### config.mk
export PLATFORM = sky130hd
export DESIGN_NAME = b01_stream_driver
export DESIGN_NICKNAME = d
export VERILOG_FILES = /design/src/rtl/b01_stream_driver.sv
export SDC_FILE = /design/constraint.sdc
export NUM_CORES = 1
export LEC_CHECK = 0
export ABC_AREA = 1
export CAP_MARGIN = 20
export CELL_PAD_IN_SITES_DETAIL_PLACEMENT = 0
export CELL_PAD_IN_SITES_GLOBAL_PLACEMENT = 1
export CORE_MARGIN = 10
export CORE_UTILIZATION = 38
export CTS_CLUSTER_SIZE = 40
export DETAILED_ROUTE_END_ITERATION = 10
export PLACE_DENSITY = 0.79
export SLEW_MARGIN = 20
export SYNTH_ARGS = -nofsm -noshare
export SYNTH_HDL_FRONTEND = slang
export SYNTH_SLANG_ARGS = --single-unit
### constraint.sdc
create_clock -name CLOCK -period 2.42 [get_ports CLOCK]
set_clock_uncertainty 0.1 [all_clocks]
set_input_delay 0.363 -clock CLOCK [delete_from_list [all_inputs] [get_ports CLOCK]]
set_output_delay 0.363 -clock CLOCK [all_outputs]
set_load 0.02 [all_outputs]
### src/rtl/b01_stream_driver.sv
// Host-side stream driver for the b01 serial flow checker: serializes two operands
// LSB-first onto LINE1/LINE2 and deserializes the returned OUTP/OVERFLW frame.
module b01_stream_driver #(
    parameter int WIDTH   = 8,
    parameter int RET_LAT = 1
) (
    input  logic             CLOCK,
    input  logic             RESET,
    input  logic             START,
    output logic             READY,
    input  logic [WIDTH-1:0] OPA,
    input  logic [WIDTH-1:0] OPB,
    output logic             LINE1,
    output logic             LINE2,
    input  logic             OUTP,
    input  logic             OVERFLW,
    output logic [WIDTH-1:0] RESULT,
    output logic             RES_OVF,
    output logic             DONE,
    output logic             BUSY
);

    localparam logic [1:0] S_IDLE  = 2'd0;
    localparam logic [1:0] S_SHIFT = 2'd1;
    localparam logic [1:0] S_DRAIN = 2'd2;
    localparam logic [1:0] S_FIN   = 2'd3;

    localparam int CW = $clog2(WIDTH + RET_LAT + 1);
    localparam int KW = $clog2(WIDTH + 1);
    localparam int LW = $clog2(RET_LAT + 2);

    localparam logic [CW-1:0] SHIFT_LAST = CW'(WIDTH - 1);
    localparam logic [CW-1:0] DRAIN_LAST = CW'(WIDTH + RET_LAT - 1);
    localparam logic [KW-1:0] CAP_FULL   = KW'(WIDTH);
    localparam logic [LW-1:0] LAT_INIT   = LW'(RET_LAT);

    logic [1:0]       state_q, state_d;
    logic [WIDTH-1:0] sa_q, sa_d, sb_q, sb_d;
    logic             line1_q, line1_d, line2_q, line2_d;
    logic [CW-1:0]    tx_cnt_q, tx_cnt_d;
    logic [LW-1:0]    lat_cnt_q, lat_cnt_d;
    logic [KW-1:0]    cap_cnt_q, cap_cnt_d;
    logic [WIDTH-1:0] cap_q, cap_d;
    logic             ovf_acc_q, ovf_acc_d;
    logic [WIDTH-1:0] result_q, result_d;
    logic             res_ovf_q, res_ovf_d;
    logic             in_window;

    // NOTE: every always_comb output gets a default first so no path can infer a latch.
    always_comb begin
        state_d   = state_q;
        sa_d      = sa_q;
        sb_d      = sb_q;
        line1_d   = line1_q;
        line2_d   = line2_q;
        tx_cnt_d  = tx_cnt_q;
        lat_cnt_d = lat_cnt_q;
        cap_cnt_d = cap_cnt_q;
        cap_d     = cap_q;
        ovf_acc_d = ovf_acc_q;
        result_d  = result_q;
        res_ovf_d = res_ovf_q;
        in_window = 1'b0;

        // The serializer keeps only the bits not yet driven; LINE holds the current one.
        case (state_q)
            S_IDLE: begin
                if (START) begin
                    state_d   = S_SHIFT;
                    line1_d   = OPA[0];
                    line2_d   = OPB[0];
                    sa_d      = {1'b0, OPA[WIDTH-1:1]};
                    sb_d      = {1'b0, OPB[WIDTH-1:1]};
                    tx_cnt_d  = '0;
                    lat_cnt_d = LAT_INIT;
                    cap_cnt_d = '0;
                    cap_d     = '0;
                    ovf_acc_d = 1'b0;
                end
            end
            S_SHIFT: begin
                in_window = 1'b1;
                tx_cnt_d  = tx_cnt_q + CW'(1);
                if (tx_cnt_q == SHIFT_LAST) begin
                    line1_d = 1'b0;
                    line2_d = 1'b0;
                    state_d = (RET_LAT > 0) ? S_DRAIN : S_FIN;
                end else begin
                    line1_d = sa_q[0];
                    line2_d = sb_q[0];
                    sa_d    = {1'b0, sa_q[WIDTH-1:1]};
                    sb_d    = {1'b0, sb_q[WIDTH-1:1]};
                end
            end
            S_DRAIN: begin
                in_window = 1'b1;
                tx_cnt_d  = tx_cnt_q + CW'(1);
                if (tx_cnt_q == DRAIN_LAST) begin
                    state_d = S_FIN;
                end
            end
            S_FIN: begin
                state_d = S_IDLE;
            end
            default: begin
                state_d = S_IDLE;
            end
        endcase

        // OUTP trails LINE by RET_LAT cycles; the first RET_LAT window cycles carry no result.
        if (in_window) begin
            if (lat_cnt_q != '0) begin
                lat_cnt_d = lat_cnt_q - LW'(1);
            end else if (cap_cnt_q != CAP_FULL) begin
                cap_d     = {OUTP, cap_q[WIDTH-1:1]};
                cap_cnt_d = cap_cnt_q + KW'(1);
                ovf_acc_d = ovf_acc_q | OVERFLW;
            end
        end

        // The last sample lands on the same edge that enters FIN, so publish the next values.
        if (state_d == S_FIN && state_q != S_FIN) begin
            result_d  = cap_d;
            res_ovf_d = ovf_acc_d;
        end
    end

    // NOTE: sequential state uses non-blocking assignments only; blocking belongs in always_comb.
    always_ff @(posedge CLOCK) begin
        if (RESET) begin
            state_q   <= S_IDLE;
            sa_q      <= '0;
            sb_q      <= '0;
            line1_q   <= 1'b0;
            line2_q   <= 1'b0;
            tx_cnt_q  <= '0;
            lat_cnt_q <= '0;
            cap_cnt_q <= '0;
            cap_q     <= '0;
            ovf_acc_q <= 1'b0;
            result_q  <= '0;
            res_ovf_q <= 1'b0;
        end else begin
            state_q   <= state_d;
            sa_q      <= sa_d;
            sb_q      <= sb_d;
            line1_q   <= line1_d;
            line2_q   <= line2_d;
            tx_cnt_q  <= tx_cnt_d;
            lat_cnt_q <= lat_cnt_d;
            cap_cnt_q <= cap_cnt_d;
            cap_q     <= cap_d;
            ovf_acc_q <= ovf_acc_d;
            result_q  <= result_d;
            res_ovf_q <= res_ovf_d;
        end
    end

    assign READY   = (state_q == S_IDLE);
    assign BUSY    = ~READY;
    assign DONE    = (state_q == S_FIN);
    assign LINE1   = line1_q;
    assign LINE2   = line2_q;
    assign RESULT  = result_q;
    assign RES_OVF = res_ovf_q;

endmodule
# ---- Word level (Yosys, flattened, before mapping)
# Cells that the tools add are included.
dict set report totals {
  reg_bits 48
  input_bits 21
  out_inout_bits 14
  word_cells 74
}
dict set report classes {
  add_sub_neg 3
  n_eq_ne 10
  n_mux 38
  n_bitwise 2
  reduce_logical 9
}
# operator count
set op_table {}
lappend op_table {{8-bit two-way mux} 9}
lappend op_table {{8-bit one-hot mux with 2 select lines} 2}
lappend op_table {{4-bit two-way mux} 6}
lappend op_table {{2-bit two-way mux} 7}
lappend op_table {{1-bit two-way mux} 10}
lappend op_table {{4-bit by 1-bit adder with 4-bit output (second input constant)} 2}
lappend op_table {{2-bit one-hot mux with 4 select lines} 1}
lappend op_table {{4-bit one-hot mux with 2 select lines} 1}
lappend op_table {{2-bit == test (second input constant)} 3}
lappend op_table {{2-bit inequality test (second input constant)} 3}
lappend op_table {{2-bit nonzero test} 3}
lappend op_table {{4-bit by 3-bit == test with 1-bit output (second input constant)} 1}
lappend op_table {{4-bit == test (second input constant)} 1}
lappend op_table {{4-bit inequality test (second input constant)} 1}
lappend op_table {{1-bit one-hot mux with 2 select lines} 2}
lappend op_table {{2-bit AND reduction} 2}
lappend op_table {{3-bit AND reduction} 1}
lappend op_table {{2-bit by 1-bit == test with 1-bit output (second input constant)} 1}
lappend op_table {{2-bit logical NOT} 1}
lappend op_table {{2-bit OR reduction} 1}
lappend op_table {{2-bit by 1-bit subtractor with 2-bit output (second input constant)} 1}
lappend op_table {{1-bit logical AND} 1}
lappend op_table {{1-bit inverter} 1}
lappend op_table {{1-bit OR} 1}

# ---- Depth between registers and ports, before layout
# Gate-level depths: netlist of the first run.
dict set report logic_depth {
  depth_word 5
  mapped_depth 14
  ltp_nobuf 12
}

# ---- Least setup slack after synthesis of the first run
# OpenSTA, ideal clock, no wires.
dict set report synth_timing {
  kind {register -> register}
  startpoint {register state_q[0]}
  endpoint {register sa_q[0]}
  setup_time_ns 0.125
  arrival_time_ns 1.573
  required_ns 2.195
  setup_slack_ns 0.622
  stages_incl_launch_ff 10
  path_buffers 1
  period_less_slack_ns 1.798
  path_cell_list {dfxtp_1 inv_1 ha_1 nand2_1 o21ai_2 nand2_2 clkinv_2 buf_6 o21ai_1 a31oi_1}
}
dict set report synth_between {
  elab_chain_len 3
  elab_cells_between_ends 7
  classes_between {3 x eq/ne; 1 x mux; 3 x reduce/logical}
}
# element line
set synth_lines {}
lappend synth_lines {{start: declaration} 37} ;# logic [1:0] state_q, state_d;
lappend synth_lines {{start signal: assignment} 144} ;# state_q <= state_d;
lappend synth_lines {{2-bit logical NOT *} n/a}
lappend synth_lines {{via READY} 10} ;# output logic READY,
lappend synth_lines {{2-bit inequality test (no line) / 2-bit nonzero test (equally long branches)} n/a}
lappend synth_lines {{3-bit AND reduction (no line)} n/a}
lappend synth_lines {{end signal: assignment} 132} ;# sa_q <= '0;
lappend synth_lines {{end signal: assignment} 145} ;# sa_q <= sa_d;
lappend synth_lines {{end: declaration} 38} ;# logic [WIDTH-1:0] sa_q, sa_d, sb_q, sb_d;
# The timed path passes the listed nets; every way through them passes the cells marked *.
# A chain may end at the register's enable or synchronous reset.

# ---- Worst setup path in the final report of the first run
dict set report layout_timing {
  startpoint {register state_q[0]}
  endpoint {output port BUSY}
}
dict set report layout_between {
  elab_chain_len 2
}
# element line
set layout_lines {}
lappend layout_lines {{2-bit logical NOT} 159} ;# assign READY = (state_q == S_IDLE);
lappend layout_lines {{1-bit inverter} 160} ;# assign BUSY = ~READY;
lappend layout_lines {{end: declaration} 20} ;# output logic BUSY
# Every way passes these cells.

==> results of run 1 <==
## worst max-delay path, delay by kind of cell, from the launching register on
kind,cells,cell delay (ps)
buf+inv,3,790
fa+ha+maj,1,280
flops,1,390
## metal layers
layer | vias to the layer above | global-route usage | wire (um)
met3 | 2 | 0.0334 | 216
li1 | 1029 | - | -
met1 | 836 | 0.130 | 2440
met4 | 0 | 0.0237 | 25
met5 | - | 0 | 0
met2 | 28 | 0.161 | 2030
## area by class of cell
class / count / area, um2
clock buffer: 5 / 68.8
fill: 595 / 2870
tap: 72 / 90.1
sequential: 46 / 921
inverter: 44 / 166
timing repair buffer: 39 / 378
clock inverter: 3 / 43.8
multi-input combinational: 200 / 1070
## flip-flops by register name (all words and copies together), names as in the netlist
name,flops
sa_q,7
sb_q,7
RES_OVF,1
LINE1,1
cap_cnt_q,4
cap_q,8
LINE2,1
ovf_acc_q,1
lat_cnt_q,2
RESULT,8
state_q,2
tx_cnt_q,4
## placed cells by master (no fill, tap or decap)
master | synthesis | layout
nand2_1 | 63 | 63
dfxtp_1 | 46 | 46
inv_1 | 40 | 40
clkdlybuf4s50_1 | 0 | 34
nor2_1 | 33 | 33
nand3_1 | 19 | 19
o21ai_0 | 14 | 14
a31oi_1 | 14 | 14
a21oi_1 | 13 | 13
o21ai_2 | 9 | 9
ha_1 | 9 | 9
o21ai_1 | 7 | 7
nand2_2 | 5 | 5
clkbuf_8 | 0 | 5
buf_4 | 1 | 5
inv_2 | 3 | 3
nand2_4 | 2 | 2
xor2_1 | 2 | 2
nand3_2 | 2 | 2
clkinv_2 | 1 | 2
nor3_1 | 2 | 2
nor3_4 | 1 | 1
a211oi_2 | 1 | 1
nand4_2 | 1 | 1
nor2_4 | 1 | 1
nor4_1 | 1 | 1
o211ai_1 | 1 | 1
inv_6 | 0 | 1
bufinv_16 | 0 | 1
## worst max path at each step
stage	from	to	slack [ps]	depth (start not counted)
after floorplan	state_q[0]$_SDFF_PP0_	sa_q[0]$_SDFFE_PP0P_	620	9
after global placement	state_q[1]$_SDFF_PP0_	RES_OVF$_SDFFE_PP0P_	460	10
after detailed placement	START	sb_q[4]$_SDFFE_PP0P_	420	7
after CTS	state_q[0]$_SDFF_PP0_	BUSY	180	4
after global routing	state_q[0]$_SDFF_PP0_	BUSY	110	4
final	state_q[0]$_SDFF_PP0_	BUSY	220	4
## kinds of logic (layout without fill, tap and decap cells)
kind of cell	after synthesis	count (layout)	share of synthesized area
xor gates and xnor gates	2	2	0.00784
and+or+nand+nor	130	130	0.262
adders and majority gates	9	9	0.0504
AOI/OAI and AO/OA	59	59	0.160
DFF	46	46	0.412
buffers and inverters	56	91	0.108
## through the flow
stage	total power, mW	setup slack [ps]	utilization
floorplan	1.51	622	-
global placement	1.73	460	0.469
detailed placement	1.74	419	0.469
CTS	2.32	176	0.489
global route	2.46	108	0.489
finish	2.29	216	0.489
## where the power goes
part / leakage, nW / total (mW) / internal (mW) / switching, mW
clock network: 0.0585 / 0.574 / 0.310 / 0.265
logic: 0.726 / 0.773 / 0.294 / 0.479
registers: 0.376 / 0.939 / 0.870 / 0.0698
total: 1.16 / 2.29 / 1.47 / 0.814
==> metrics.md, run 1 <==
| Metric | Value |
|---|---|
| Site Rows | `27` |
| Final Cycle Share | `0.911` |
| CTS tree | `done` |
| Layout area overhead | `22.6%` |
| Asr flop ratio synth | `0` |
| Total die area | `9350 um2` |
| Critical-path cell list | `inv_1, ha_1, inv_1, clkdlybuf4s50_1` |
| Antenna violations before repair | `0` |
| Post-CTS Repair Setup Buffers | `0` |
| Port buffer count | `34` |
| Gate Count Post-Synth | `302` |
| Worst-margin pin slew | `414 ps` |
| Core area | `5610 um2` |
| Setup Total Neg Slack | `0 ps` |
| Static leakage | `1.16 nW` |
| Pins Over Slew Limit | `0` |
| Arrival time worst endpoint | `1740 ps` |
| Worst hold path class | `reg2reg` |
| Final setup fails | `0` |
| Vias in the first global route | `1881` |
| Design area | `2740 um2` |
| CTS buffer count | `5` |
| R2R setup slack | `430 ps` |
| RSZ-0062 raised after global routing | `no` |
| R2R Path Start | `state_q[0]$_SDFF_PP0_` |
| Critical Path Max Stage Delay | `600 ps` |
| Initial core utilization | `0.398` |
| Initial drt markers | `65` |
| Seq/Total Area, Yosys | `0.412` |
| VDD IR max | `0.310 mV` |
| Slew HR | `0.721` |
| Post-synth EDFFs | `0` |
| Dpl hpwl | `3380 um` |
| FMAX | `454 MHz` |
| Critical path's slowest cell | `clkdlybuf4s50_1` |
| DRT Pass-1 Iters | `4` |
| Inst Count DP | `401` |
| Die Span Y | `96.7 um` |
| Top cells by count, synth | `nand2_1, dfxtp_1, inv_1` |
| PwrDens | `835 nW/um2` |
| Deepest clock path buffer count | `2` |
| Syn Nets | `332` |
| CTS Sinks | `46` |
| DRC | `0` |
| Avg WL per Cell | `11.5 um` |
| Hold Slack | `369 ps` |
| Yosys Warn Count | `0` |
| Count leader, synth | `nand2_1` |
| Worst skew pair latency | `290 ps` |
| Critical path required time | `1960 ps` |
| Final-report hold violation count | `0` |
| Syn Area/Cell | `7.40 um2` |
| First-pass GRT wire length | `8380 um` |
| Post-CTS sizing | `0` |
| Max Cap Violations | `0` |
| Gp weighted congestion | `0.710` |
| Layout Nets | `366` |
| Root Driver | `clkbuf_8` |
| DR vias/cell | `4.63` |
| GRT Overall Usage | `0.102` |
| Area share of the largest cell type after synthesis | `0.412` |
| WS Path Type | `reg2out` |
| CP Launch Type | `register` |
| Area leader, netlist | `dfxtp_1` |
| Placed Instance Area | `2630 um2` |
| Worst r2r path cells | `10` |
| Pin count of the biggest net entering global routing | `27` |
| Total grt overflow | `0` |
| N_diodes | `0` |
| Most used DFF post-synth | `dfxtp_1` |
| Top cells by area, synth | `dfxtp_1, nand2_1, inv_1` |
| Cell mode on critical path | `inv_1` |
| Antenna viol nets, final | `0` |
| Worst setup EP type | `primary output` |
| Max FO, Critical Path | `5` |
| Seq cells post-synth | `46` |
| Synth unique cells | `29` |
| Layout cells sized above 1 | `0.116` |
| Worst r2r dst | `RES_OVF$_SDFFE_PP0P_` |
| DIE WIDTH | `96.7 um` |
| Post-route insts no fill | `409` |
| Worst hold path endpoint | `sb_q[6]$_SDFFE_PP0P_` |
| DR vias | `1895` |
| Min Clock Period, post-route | `2200 ps` |
| Hold Startpoint | `sb_q[6]$_SDFFE_PP0P_` |
| H-tree level count | `2` |
| Status | `finished, final reports clean` |
| Worst Hold Depth | `2` |
| Hold-fix buffers, CTS | `0` |
| Clock transition at path regs | `90 ps` |
| Syn Std Cell Area | `2230 um2` |
| Ports | `35` |
| Post-Route WL | `4720 um` |
Power figures use the tool's default switching activity.
==> run 2: changes to the inputs <==
--- a/config.mk
+++ b/config.mk
@@ -9,10 +9,12 @@
 export CAP_MARGIN = 20
 export CELL_PAD_IN_SITES_DETAIL_PLACEMENT = 0
 export CELL_PAD_IN_SITES_GLOBAL_PLACEMENT = 1
+export CORE_ASPECT_RATIO = 1.1
 export CORE_MARGIN = 10
-export CORE_UTILIZATION = 38
+export CORE_UTILIZATION = 45
 export CTS_CLUSTER_SIZE = 40
 export DETAILED_ROUTE_END_ITERATION = 10
+export DONT_BUFFER_PORTS = 1
 export PLACE_DENSITY = 0.79
 export SLEW_MARGIN = 20
 export SYNTH_ARGS = -nofsm -noshare
==> run 2 against run 1 <==
- critical path depth grew 6
- die area shrank 12%
- sequential share of layout area grew 5.6 points
- maximum frequency grew 13%
- total power shrank 12%
- routed wire length shrank 5.2%
- first-iteration DRC count shrank 4.6%
- flip-flop and latch count is the same
- final area shrank 14%
- utilization grew 0.87 points
- clock power shrank 24%
- critical endpoint is now RES_OVF$_SDFFE_PP0P_
- largest cell class unchanged
- highest routed layer unchanged
==> metrics.md, run 2 (synthesis results as in run 1) <==
| Metric | Value |
|---|---|
| Status | `finished, final reports clean (unchanged)` |
| Placed Instance Area | `2270 um2 (was 2630 um2)` |
| Static leakage | `1.02 nW (was 1.16 nW)` |
| Crit path capture | `RES_OVF$_SDFFE_PP0P_ (was BUSY)` |
| Vias in the first global route | `1665 (was 1881)` |
| Pins Over Slew Limit | `0 (unchanged)` |
| Root Driver | `clkbuf_8 (unchanged)` |
| Dpl hpwl | `3320 um (was 3380 um)` |
| Total grt overflow | `0 (unchanged)` |
| Critical-path cell list | `inv_1, ha_1, inv_2, nor3_4, nand2_4, nand2_1, o21ai_0, nand3_1, nand2_1, nor2_1 (was inv_1, ha_1, inv_1, clkdlybuf4s50_1)` |
| Min Clock Period, post-route | `1940 ps (was 2200 ps)` |
| WP depth | `10 (was 4)` |
| Core area | `4720 um2 (was 5610 um2)` |
| Layout Nets | `332 (was 366)` |
| DRT Pass-1 Iters | `4 (unchanged)` |
| Final Cycle Share | `0.804 (was 0.911)` |
| # fillers | `475 (was 595)` |
| Power share of the clock group | `0.217 (was 0.251)` |
| Avg WL per Cell | `12.5 um (was 11.5 um)` |
| Post-CTS Repair Setup Buffers | `0 (unchanged)` |
| Clock transition at path regs | `80 ps (was 90 ps)` |
| Max Cap Violations | `0 (unchanged)` |
| Port buffer count | `0 (was 34)` |
| Final setup fails | `0 (unchanged)` |
| VDD IR max | `0.419 mV (was 0.310 mV)` |
| PwrDens | `859 nW/um2 (was 835 nW/um2)` |
| Worst r2r path cells | `10 (unchanged)` |
| Crit-path leading delay family | `simple AND/OR/NAND/NOR gates (was buffers and inverters)` |
| Antenna viol nets, final | `0 (unchanged)` |
| Layout cells sized above 1 | `0.126 (was 0.116)` |
| Post-Route WL | `4470 um (was 4720 um)` |
| Total die area | `8190 um2 (was 9350 um2)` |
| Switch share | `0.379 (was 0.356)` |
| Switching power | `763 uW (was 814 uW)` |
| Hold Slack | `24.4 ps (was 369 ps)` |
| CTS Sinks | `46 (unchanged)` |
| N_diodes | `0 (unchanged)` |
| DIE WIDTH | `87.2 um (was 96.7 um)` |
| Final-report hold violation count | `0 (unchanged)` |
| Slew HR | `0.737 (was 0.721)` |
| Hold-fix buffers, CTS | `0 (unchanged)` |
| Pwr Total | `2.01 mW (was 2.29 mW)` |
| Cell mode on critical path | `nand2_1 (was inv_1)` |
| P_int | `1.25 mW (was 1.47 mW)` |
| Site Rows | `26 (was 27)` |
| Commonest cells after routing, fill and taps aside | `nand2_1, dfxtp_1, inv_1, nor2_1, nand3_1 (was nand2_1, dfxtp_1, inv_1, clkdlybuf4s50_1, nor2_1)` |
| RSZ-0062 raised after global routing | `no (unchanged)` |
| Critical Path Max Stage Delay | `390 ps (was 600 ps)` |
| Arrival time worst endpoint | `2090 ps (was 1740 ps)` |
| Initial drt markers | `62 (was 65)` |
| Die Span Y | `93.9 um (was 96.7 um)` |
| Gp weighted congestion | `0.812 (was 0.710)` |
| DRC | `0 (unchanged)` |
| Max FO, Critical Path | `18 (was 5)` |
| Ports | `35 (unchanged)` |
| GRT Overall Usage | `0.116 (was 0.102)` |
| FMAX | `514 MHz (was 454 MHz)` |
| R2R setup slack | `480 ps (was 430 ps)` |
| Critical path's slowest cell | `ha_1 (was clkdlybuf4s50_1)` |
| Worst-margin pin slew | `390 ps (was 414 ps)` |
| Worst Hold Depth | `1 (was 2)` |
| Worst setup EP type | `register (was primary output)` |
| Worst r2r dst | `RES_OVF$_SDFFE_PP0P_ (unchanged)` |
| First-pass GRT wire length | `7720 um (was 8380 um)` |
| CTS tree | `done (unchanged)` |
| Initial core utilization | `0.474 (was 0.398)` |
| Worst hold path class | `in2reg (was reg2reg)` |
| R2R Path Start | `state_q[0]$_SDFF_PP0_ (unchanged)` |
| CP Launch Type | `register (unchanged)` |
| Antenna violations before repair | `0 (unchanged)` |
| WS Path Type | `reg2reg (was reg2out)` |
| Crit path from | `state_q[0]$_SDFF_PP0_ (unchanged)` |
| CTS buffer count | `5 (unchanged)` |
| WP buf/inv | `2 (was 3)` |
| Design area | `2350 um2 (was 2740 um2)` |
| Deepest clock path buffer count | `2 (unchanged)` |
| Post-CTS sizing | `0 (unchanged)` |
| DR vias/cell | `4.95 (was 4.63)` |
| Comb power frac | `0.289 (was 0.338)` |
| Critical path required time | `2560 ps (was 1960 ps)` |
| DR vias | `1771 (was 1895)` |
| Layout area overhead | `4.98% (was 22.6%)` |
| Pin count of the biggest net entering global routing | `27 (unchanged)` |
| Setup Total Neg Slack | `0 ps (unchanged)` |
| Worst skew pair latency | `290 ps (about the same)` |
| Part of the power in registers | `0.493 (was 0.411)` |
| H-tree level count | `2 (unchanged)` |
| Most common cell after layout, fill and taps aside | `nand2_1 (unchanged)` |
[run 2: worst min-delay path by stage]
stage / to / startpoint
final: cap_cnt_q[2]$_SDFF_PP0_ / RESET
after global routing: sa_q[6]$_SDFFE_PP0P_ / RESET
after CTS: cap_cnt_q[1]$_SDFF_PP0_ / RESET
after detailed placement: cap_cnt_q[1]$_SDFF_PP0_ / RESET
after global placement: cap_cnt_q[2]$_SDFF_PP0_ / RESET
after floorplan: sa_q[6]$_SDFFE_PP0P_ / sa_q[6]$_SDFFE_PP0P_
[run 2: routing by layer]
metal  vias up  part of all wire  track usage
met5         -                 0            0
met4         0             0.016       0.0479
met3         7             0.067       0.0469
met2        30              0.43        0.172
met1       766              0.48        0.146
li1        968                 -            -
[run 2: layout make-up]
type / count / area [um2] / share of cell area
clock buffers: 5 / 68.8 / 0.0293
clock inverters: 2 / 10.0 / 0.00427
inverters: 44 / 166 / 0.0709
multi-input cells: 200 / 1070 / 0.457
flip-flops and latches: 46 / 921 / 0.393
well taps: 56 / 70.1 / 0.0299
repair buffers: 5 / 37.5 / 0.0160
[run 2: worst reg2reg max path, stage by stage (launching register included)]
cell	delay, ps
dfxtp_1	380
inv_1	100
ha_1	390
inv_2	80
nor3_4	210
nand2_4	200
nand2_1	90
o21ai_0	100
nand3_1	110
nand2_1	50
nor2_1	70
[run 2: power groups by stage]
stage | Clock, mW | Sequential [mW] | Combinational [mW]
3_3_place_gp | 0 | 1.01 | 0.589
4_1_cts | 0.456 | 0.999 | 0.594
3_5_place_dp | 0 | 1.02 | 0.592
6_report | 0.438 | 0.993 | 0.583
5_1_grt | 0.489 | 1.01 | 0.687
2_1_floorplan | 0 | 0.991 | 0.521
[run 2: through the flow]
step           utilization  instances  setup slack, ps
6_report             0.497        358              475
5_1_grt              0.497        358              235
4_1_cts              0.497        358              458
3_5_place_dp         0.481        351              479
3_3_place_gp         0.481        351              490
2_1_floorplan            -        302              622
==> run 3: changes to the inputs <==
==> constraint.sdc (replaced) <==
create_clock -name CLOCK -period 2 [get_ports CLOCK]
set_clock_uncertainty 0.1 [all_clocks]
set_input_delay 0.3 -clock CLOCK [delete_from_list [all_inputs] [get_ports CLOCK]]
set_output_delay 0.3 -clock CLOCK [all_outputs]
set_load 0.02 [all_outputs]
==> run 3 against run 2 <==
- cell count rose by 2.5%
- register-to-register slack got worse by 330 ps
- die area is the same
==> metrics.md, run 3 (synthesis results as in run 1) <==
| Metric | Value |
|---|---|
| Post-Route WL | `4830 um (was 4470 um)` |
| Worst hold path class | `in2reg (unchanged)` |
| CTS tree | `done (unchanged)` |
| Initial drt markers | `95 (was 62)` |
| PwrDens | `1100 nW/um2 (was 859 nW/um2)` |
| Layout area overhead | `9.57% (was 4.98%)` |
| Pwr Total | `2.70 mW (was 2.01 mW)` |
| Port buffer count | `0 (unchanged)` |
| DR vias/cell | `5.08 (was 4.95)` |
| Core area | `4720 um2 (unchanged)` |
| Worst setup EP type | `register (unchanged)` |
| Final setup margin | `148 ps (was 475 ps)` |
| Static leakage | `1.06 nW (was 1.02 nW)` |
| Dpl hpwl | `3390 um (was 3320 um)` |
| Global-route track usage on met3 | `0.0503 (was 0.0469)` |
| Total grt overflow | `0 (unchanged)` |
| Setup Total Neg Slack | `0 ps (unchanged)` |
| Busiest grt layer | `met2 (unchanged)` |
| Worst-margin pin slew | `760 ps (was 390 ps)` |
| Pins Over Slew Limit | `0 (unchanged)` |
| N_diodes | `0 (unchanged)` |
| Register Area | `923 um2 (was 921 um2)` |
| Final-report hold violation count | `0 (unchanged)` |
| Layout cells sized above 1 | `0.151 (was 0.126)` |
| Max FO, Critical Path | `9 (was 18)` |
| FMAX | `540 MHz (was 514 MHz)` |
| Max Cap Violations | `0 (unchanged)` |
| Initial core utilization | `0.474 (unchanged)` |
| Final setup fails | `0 (unchanged)` |
| GRT Overall Usage | `0.120 (was 0.116)` |
| Dpl ws | `153 ps (was 479 ps)` |
| Status | `finished, final reports clean (unchanged)` |
| DR vias | `1866 (was 1771)` |
| Hold Startpoint | `RESET (unchanged)` |
| Grt met1 use | `0.143 (was 0.146)` |
| DRC | `0 (unchanged)` |
| Commonest cells after routing, fill and taps aside | `nand2_1, dfxtp_1, inv_1, nor2_1, nand3_1 (unchanged)` |
| Pin count of the biggest net entering global routing | `27 (unchanged)` |
| Ports | `35 (unchanged)` |
| CP Launch Type | `register (unchanged)` |
| CTS buffer count | `5 (unchanged)` |
| Most common cell after layout, fill and taps aside | `nand2_1 (unchanged)` |
| R2R Path Start | `state_q[1]$_SDFF_PP0_ (was state_q[0]$_SDFF_PP0_)` |
| Final Cycle Share | `0.926 (was 0.804)` |
| Crit path from | `state_q[1]$_SDFF_PP0_ (was state_q[0]$_SDFF_PP0_)` |
| DRT Pass-1 Iters | `4 (unchanged)` |
| Die Span Y | `93.9 um (unchanged)` |
| Site Rows | `26 (unchanged)` |
| # fillers | `496 (was 475)` |
| Design area | `2450 um2 (was 2350 um2)` |
| Deepest clock path buffer count | `2 (unchanged)` |
| Critical path required time | `2100 ps (was 2560 ps)` |
| Min Clock Period, post-route | `1850 ps (was 1940 ps)` |
| Root Driver | `clkbuf_8 (unchanged)` |
| Arrival time worst endpoint | `1950 ps (was 2090 ps)` |
| Slew HR | `0.492 (was 0.737)` |
| WS Path Type | `reg2reg (unchanged)` |
| RSZ-0062 raised after global routing | `no (unchanged)` |
| Vias in the first global route | `1772 (was 1665)` |
| Multi-input gate area | `1090 um2 (was 1070 um2)` |
| First-pass GRT wire length | `8070 um (was 7720 um)` |
| DIE WIDTH | `87.2 um (unchanged)` |
| Antenna violations before repair | `0 (unchanged)` |
| Antenna viol nets, final | `0 (unchanged)` |
| Met2 Use GR | `0.188 (was 0.172)` |
| Worst skew pair latency | `290 ps (about the same)` |
| Total die area | `8190 um2 (unchanged)` |
| Clock transition at path regs | `90 ps (was 80 ps)` |
| CTS Sinks | `46 (unchanged)` |
| Layout Nets | `340 (was 332)` |
| VDD IR max | `0.509 mV (was 0.419 mV)` |
| Avg WL per Cell | `13.1 um (was 12.5 um)` |
| H-tree level count | `2 (unchanged)` |
| Placed Instance Area | `2290 um2 (was 2270 um2)` |
| Gp weighted congestion | `0.765 (was 0.812)` |
run 3: changes by cell type in the layout (fill, tap and decap cells not counted), sizes merged:
cell / previous run / this run
clkbuf: 5 / 7
clkinv: 3 / 0
buf: 5 / 10
nand2: 70 / 72
inv: 43 / 44
dlygate4sd3: 0 / 1
bufinv: 0 / 1
run 3: area by class of cell:
type / count / share of cell area
clock inverter: 1 / 0.0123
tap: 56 / 0.0286
inverter: 44 / 0.0695
timing repair buffer: 11 / 0.0347
clock buffer: 7 / 0.0312
multi-input combinational: 202 / 0.447
sequential: 46 / 0.377
run 3: worst paths after layout:
kind                                                end  slack (ps)  cells past startpoint
worst max register to register   RESULT[4]$_SDFFE_PP0P_         150                     10
worst min-delay path            lat_cnt_q[0]$_SDFF_PP0_          50                      3
worst max-delay path             RESULT[4]$_SDFFE_PP0P_         150                     10
worst min register to register     sb_q[1]$_SDFFE_PP0P_         370                      2
run 3: repair_timing:
| item | CTS | global route |
|---|---|---|
| hold buffers | 1 | 0 |
| buffers inserted | 0 | 2 |
| endpoints found under the setup margin | 0 | 9 |
| gates resized for setup | 0 | 6 |
| hold endpoints to repair | 19 | 0 |
run 3: where the power goes:
part           switching [mW]  internal [mW]
Clock                   0.304          0.374
Combinational           0.529          0.284
Sequential              0.153           1.05
Total                   0.987           1.71
run 3: worst max-delay path, cell delays in order (launching register included):
cell and delay (ps):
dfxtp_2 370, inv_1 90, ha_1 310, inv_2 70, nor3_4 210, buf_4 180
nand2_4 110, nand3_1 120, o21ai_2 60, nor2_1 90, nor2_1 50
run 3: layer usage:
metal | part of all wire | vias up
li1 | - | 978
met3 | 0.067 | 9
met4 | 0.018 | 0
met2 | 0.45 | 44
met5 | 0 | -
met1 | 0.47 | 835
run 3: metrics by stage:
stage               instances  utilization  hold slack (ps)
floorplan                 302            -              344
CTS                       363        0.510             45.9
finish                    367        0.519             53.6
detailed placement        354        0.485              275
global placement          354        0.485              273
global route              367        0.519             50.4
